===== src/rtl/riscv_pkg.sv =====
// Shared RISC-V encodings: opcodes (also used by ImmDecoder), control FSM states
// and the datapath mux select encodings driven by the control FSM.
package riscv_pkg;

    typedef enum logic [6:0] {
        OP_LW     = 7'd3,
        OP_I_TYPE = 7'd19,
        OP_SW     = 7'd35,
        OP_R_TYPE = 7'd51,
        OP_BEQ    = 7'd99,
        OP_JAL    = 7'd111
    } OpCode_t;

    typedef enum logic [3:0] {
        S_FETCH    = 4'd0,
        S_DECODE   = 4'd1,
        S_MEMADR   = 4'd2,
        S_MEMREAD  = 4'd3,
        S_MEMWB    = 4'd4,
        S_MEMWRITE = 4'd5,
        S_EXECR    = 4'd6,
        S_EXECI    = 4'd7,
        S_ALUWB    = 4'd8,
        S_JAL      = 4'd9,
        S_BEQ      = 4'd10
    } State_t;

    localparam logic [1:0] RES_ALUOUT    = 2'b00;
    localparam logic [1:0] RES_DATA      = 2'b01;
    localparam logic [1:0] RES_ALURESULT = 2'b10;

    localparam logic [1:0] SRCA_PC    = 2'b00;
    localparam logic [1:0] SRCA_OLDPC = 2'b01;
    localparam logic [1:0] SRCA_RS1   = 2'b10;

    localparam logic [1:0] SRCB_RS2   = 2'b00;
    localparam logic [1:0] SRCB_IMM   = 2'b01;
    localparam logic [1:0] SRCB_FOUR  = 2'b10;

    localparam logic [1:0] ALUOP_ADD    = 2'b00;
    localparam logic [1:0] ALUOP_SUB    = 2'b01;
    localparam logic [1:0] ALUOP_FUNCT  = 2'b10;

endpackage


===== src/rtl/main_control_fsm.sv =====
// Multi-cycle RISC-V main control FSM: sequences fetch/decode/execute/memory/
// writeback for lw, sw, R-type, I-type, jal and beq.
module main_control_fsm
    import riscv_pkg::*;
(
    input  logic       i_Clk,
    input  logic       i_Reset,
    input  logic [6:0] i_OpCode,
    input  logic       i_Zero,
    input  logic       i_MemReady,
    output logic       o_PCWrite,
    output logic       o_AdrSrc,
    output logic       o_MemWrite,
    output logic       o_IRWrite,
    output logic       o_RegWrite,
    output logic [1:0] o_ResultSrc,
    output logic [1:0] o_ALUSrcA,
    output logic [1:0] o_ALUSrcB,
    output logic [1:0] o_ALUOp,
    output logic       o_Branch,
    output logic       o_InstrDone,
    output logic       o_IllegalOp
);

    State_t r_State;
    State_t w_NextState;
    logic   w_PCUpdate;

    always_ff @(posedge i_Clk) begin
        if (i_Reset) begin
            r_State <= S_FETCH;
        end else begin
            r_State <= w_NextState;
        end
    end

    always_comb begin
        w_NextState = S_FETCH;
        case (r_State)
            S_FETCH:    w_NextState = i_MemReady ? S_DECODE : S_FETCH;
            S_DECODE: begin
                case (i_OpCode)
                    OP_LW, OP_SW: w_NextState = S_MEMADR;
                    OP_R_TYPE:    w_NextState = S_EXECR;
                    OP_I_TYPE:    w_NextState = S_EXECI;
                    OP_JAL:       w_NextState = S_JAL;
                    OP_BEQ:       w_NextState = S_BEQ;
                    default:      w_NextState = S_FETCH;
                endcase
            end
            S_MEMADR:   w_NextState = (i_OpCode == OP_LW) ? S_MEMREAD : S_MEMWRITE;
            S_MEMREAD:  w_NextState = i_MemReady ? S_MEMWB : S_MEMREAD;
            S_MEMWB:    w_NextState = S_FETCH;
            S_MEMWRITE: w_NextState = i_MemReady ? S_FETCH : S_MEMWRITE;
            S_EXECR:    w_NextState = S_ALUWB;
            S_EXECI:    w_NextState = S_ALUWB;
            S_JAL:      w_NextState = S_ALUWB;
            S_ALUWB:    w_NextState = S_FETCH;
            S_BEQ:      w_NextState = S_FETCH;
            default:    w_NextState = S_FETCH;
        endcase
        if (i_Reset) begin
            w_NextState = S_FETCH;
        end
    end

    always_comb begin
        o_AdrSrc    = 1'b0;
        o_MemWrite  = 1'b0;
        o_IRWrite   = 1'b0;
        o_RegWrite  = 1'b0;
        o_ResultSrc = RES_ALUOUT;
        o_ALUSrcA   = SRCA_PC;
        o_ALUSrcB   = SRCB_RS2;
        o_ALUOp     = ALUOP_ADD;
        o_Branch    = 1'b0;
        o_InstrDone = 1'b0;
        o_IllegalOp = 1'b0;
        w_PCUpdate  = 1'b0;
        case (r_State)
            S_FETCH: begin
                // PC+4 is written back directly from the ALU result while the
                // fetch completes, so IR and PC only update once memory is ready.
                o_ALUSrcB   = SRCB_FOUR;
                o_ResultSrc = RES_ALURESULT;
                o_IRWrite   = i_MemReady;
                w_PCUpdate  = i_MemReady;
            end
            S_DECODE: begin
                o_ALUSrcA = SRCA_OLDPC;
                o_ALUSrcB = SRCB_IMM;
                case (i_OpCode)
                    OP_LW, OP_SW, OP_R_TYPE, OP_I_TYPE, OP_JAL, OP_BEQ: ;
                    default: begin
                        o_IllegalOp = 1'b1;
                        o_InstrDone = 1'b1;
                    end
                endcase
            end
            S_MEMADR: begin
                o_ALUSrcA = SRCA_RS1;
                o_ALUSrcB = SRCB_IMM;
            end
            S_MEMREAD: o_AdrSrc = 1'b1;
            S_MEMWB: begin
                o_ResultSrc = RES_DATA;
                o_RegWrite  = 1'b1;
                o_InstrDone = 1'b1;
            end
            S_MEMWRITE: begin
                o_AdrSrc    = 1'b1;
                o_MemWrite  = 1'b1;
                o_InstrDone = i_MemReady;
            end
            S_EXECR: begin
                o_ALUSrcA = SRCA_RS1;
                o_ALUSrcB = SRCB_RS2;
                o_ALUOp   = ALUOP_FUNCT;
            end
            S_EXECI: begin
                o_ALUSrcA = SRCA_RS1;
                o_ALUSrcB = SRCB_IMM;
                o_ALUOp   = ALUOP_FUNCT;
            end
            S_JAL: begin
                o_ALUSrcA  = SRCA_OLDPC;
                o_ALUSrcB  = SRCB_FOUR;
                w_PCUpdate = 1'b1;
            end
            S_ALUWB: begin
                o_RegWrite  = 1'b1;
                o_InstrDone = 1'b1;
            end
            S_BEQ: begin
                o_ALUSrcA   = SRCA_RS1;
                o_ALUSrcB   = SRCB_RS2;
                o_ALUOp     = ALUOP_SUB;
                o_Branch    = 1'b1;
                o_InstrDone = 1'b1;
            end
            default: ;
        endcase
        // Reset silences every strobe in the same cycle so an aborted
        // instruction never commits a register, memory or PC write.
        if (i_Reset) begin
            o_AdrSrc    = 1'b0;
            o_MemWrite  = 1'b0;
            o_IRWrite   = 1'b0;
            o_RegWrite  = 1'b0;
            o_ResultSrc = 2'b00;
            o_ALUSrcA   = 2'b00;
            o_ALUSrcB   = 2'b00;
            o_ALUOp     = 2'b00;
            o_Branch    = 1'b0;
            o_InstrDone = 1'b0;
            o_IllegalOp = 1'b0;
            w_PCUpdate  = 1'b0;
        end
    end

    assign o_PCWrite = (o_Branch & i_Zero) | w_PCUpdate;

endmodule


===== config.mk =====
export PLATFORM = sky130hd
export DESIGN_NAME = main_control_fsm
export DESIGN_NICKNAME = d
export VERILOG_FILES = /design/src/rtl/riscv_pkg.sv /design/src/rtl/main_control_fsm.sv
export SDC_FILE = /design/constraint.sdc
export NUM_CORES = 1
export LEC_CHECK = 0
export ABC_AREA = 1
export CORE_AREA = 3 3 40 42
export DETAILED_ROUTE_END_ITERATION = 8
export DIE_AREA = 0 0 43 45
export DONT_BUFFER_PORTS = 1
export HOLD_SLACK_MARGIN = 0.02
export PLACE_DENSITY = 0.56
export SETUP_SLACK_MARGIN = 0.2
export SYNTH_ARGS = -nofsm -noshare
export SYNTH_HDL_FRONTEND = slang
export SYNTH_SLANG_ARGS = --single-unit

===== constraint.sdc =====
create_clock -name i_Clk -period 1.7 [get_ports i_Clk]
set_clock_uncertainty 0.05 [all_clocks]
set_input_delay 0.34 -clock i_Clk [delete_from_list [all_inputs] [get_ports i_Clk]]
set_output_delay 0.34 -clock i_Clk [all_outputs]
set_load 0.005 [all_outputs]

==> results_dict.tcl <==
set metrics [dict create \
    status "finished, final reports clean" \
    wl_um 1501 \
    max_freq_mhz 628.7 \
    register_area_um2 95.09 \
    drc 0 \
    multi_input_area_um2 483.0 \
    antenna_found_initial 0 \
    htree_levels 1 \
    largest_reg_flops 4 \
    top_register "r_State" \
    post-route-period-util_pct 93.57 \
    relSlewSlack_pct 76.96 \
    dr.first_iter.drc_count 7 \
    critPathLaunchType "register" \
    cts_tree "built" \
    top_layer "met4" \
    reg_top3 "r_State: 4 flops" \
    cts_hold_buf 0 \
    routedWlPerCell_um 11.55 \
    clk_latency_ns 0.23 \
    rr_worst_depth 9 \
    ys.flop_type "dfxtp_1" \
    drtAntennaViolNets 0 \
    num_antenna_cells 0 \
    grt_pass1_wl_um 2332 \
    cts-buffers-inserted 3 \
    finalNonFillerCells 130 \
    drtPass1Iterations 4 \
    synth_cell_types 17 \
    grt.total_usage_pct 15.38 \
    overflow 0 \
    dp.cells 123 \
    post-dp-hpwl_um 1146 \
    p_leak_nw 0.3587 \
    worst_slew_pin_slew_ns 0.3425 \
    dieWidth_um 43 \
    grt_pass1_vias 619 \
    ys_ff_latch 4 \
    final.fill_count 123 \
    avgViaCountPerCell 5.300 \
    syn2layout_area_growth_pct 38.93 \
    met2_length_um 740 \
    clock-root-buffer "clkbuf_4" \
    path_clk_slew_ns 0.03 \
    port_buffers 0 \
    hold_viol_final 0 \
    yosysTopAreaCell "nand2_1" \
    synthArstFlopShare_pct 0 \
    synth_nets 119 \
    syn_area_per_cell_um2 4.970 \
    clk_path_buf_depth 2 \
    die_h_um 45 \
    critPathCaptureType "output port" \
    setup_ws_ns 0.1093 \
    grt_max_degree 16 \
    cts_num_sinks 4 \
    synth_top_area_share_pct 20.28 \
    synth_most_common_cell "nand2_1" \
    dieArea_um2 1935 \
    total_power_w 0.0002700 \
    netlist_top_cells_count "nand2_1, nor2_1, inv_1, nand3_1, inv_2" \
    ys_warn_count 0 \
    wl_met3_um 112 \
    worstPathArrival_ns 1.20 \
    drv_slew 0 \
    vias 689 \
    m1WireLength_um 633 \
    layout-drive-gt1-share_pct 36.52 \
    fin_hold_ws_ns 0.1287 \
    synth_area_um2 536.8 \
    pre_cts_ws_ns 0.1934 \
    critPathMaxFanout 5 \
    grt_setup_unrepaired "true" \
    coreArea_um2 1285 \
    tns_ns 0 \
    core.rowCount 13 \
    hold_class "in -> reg" \
    ios 27 \
    finalCriticalPeriod_ns 1.591 \
    setup_viol 0 \
    hold_depth 1 \
    yosysSeqAreaShare_pct 14.92 \
    synth_edf_count 0 \
    p_per_area_nw_per_um2 362.1 \
    synthTopCellsByArea "nand2_1, nor2_1, dfxtp_1" \
    place_congestion 0.9305 \
    peakVddDrop_mv 0.2303 \
    timing_worst_setup_path_type "reg -> out" \
    netlist_instances 108 \
    maxCapViolations 0 \
    start_util_pct 41.77 \
    finalNetCount 128 \
    required_ns 1.31 \
]
worst max-delay path, stage by stage (launching register included):
cell and delay, ns:
dfxtp_4 0.37, nor2_4 0.16, buf_4 0.13, nand2_2 0.08
o21ai_2 0.10, o21ai_4 0.08, inv_2 0.06
metal layers:
layer | track usage [%] | up-vias
met3 | 3.984 | 2
met5 | 0 | -
li1 | - | 359
met4 | 5.422 | 0
met2 | 28.14 | 27
met1 | 17.27 | 301
through the flow:
step	area, µm²	utilization (%)
detailed placement	559.3	43.52
global route	745.7	58.03
CTS	641.9	49.95
global placement	559.3	43.52
finish	745.7	58.03
floorplan	536.8	-
layout by cell type (no fill, tap or decap):
cell type / instances
nand3_2: 1
a21oi_2: 3
nor3_1: 2
o21ai_0: 1
inv_4: 1
inv_8: 1
dfxtp_4: 4
nand2_2: 3
clkinv_1: 1
buf_6: 1
o21ai_4: 1
a21oi_1: 3
nor2_2: 3
nand3_1: 11
o21ai_2: 2
inv_2: 6
inv_1: 11
nor2_4: 5
nor3_4: 1
clkbuf_4: 3
nor4_4: 1
a31o_1: 1
o21ai_1: 1
buf_4: 4
nand2_4: 2
nor2_1: 16
nand2_1: 25
nor4_1: 1
what timing repair did:
item	CTS	global route
pin swaps	1	3
endpoints found under the setup margin	12	11
resized for setup	18	23
setup buffers	1	3
gates cloned	0	0
area by class of cell:
| type | count | area share, % |
|---|---|---|
| inverters | 20 | 11.41 |
| well taps | 15 | 2.517 |
| multi-input cells | 83 | 64.77 |
| flip-flops and latches | 4 | 12.75 |
| repair buffers | 5 | 5.537 |
| clock buffers | 3 | 3.020 |
worst paths after layout:
| path | slack (ns) | startpoint | end |
|---|---|---|---|
| worst min-delay path | 0.13 | i_Reset | r_State[1] |
| worst max register to register | 0.41 | r_State[2] | r_State[2] |
| worst min register to register | 0.62 | r_State[1] | r_State[3] |
| worst max-delay path | 0.11 | r_State[2] | o_ALUSrcB[0] |
power by group:
group | switching [W] | internal, W | leakage (nW)
combinational | 0.0000346 | 0.0000252 | 0.309
sequential | 0.00000617 | 0.0000912 | 0.0355
clock | 0.0000343 | 0.0000786 | 0.0138
total | 0.0000750 | 0.000195 | 0.359
kinds of logic (layout without fill, tap and decap cells):
family / Yosys count / after routing / share of synthesized area [%]
and+or+nand+nor: 71 / 71 / 58.51
buffers and inverters: 21 / 28 / 14.68
AOI/OAI and AO/OA: 12 / 12 / 11.89
DFF: 4 / 4 / 14.92
(Power assumes the default switching activity.)
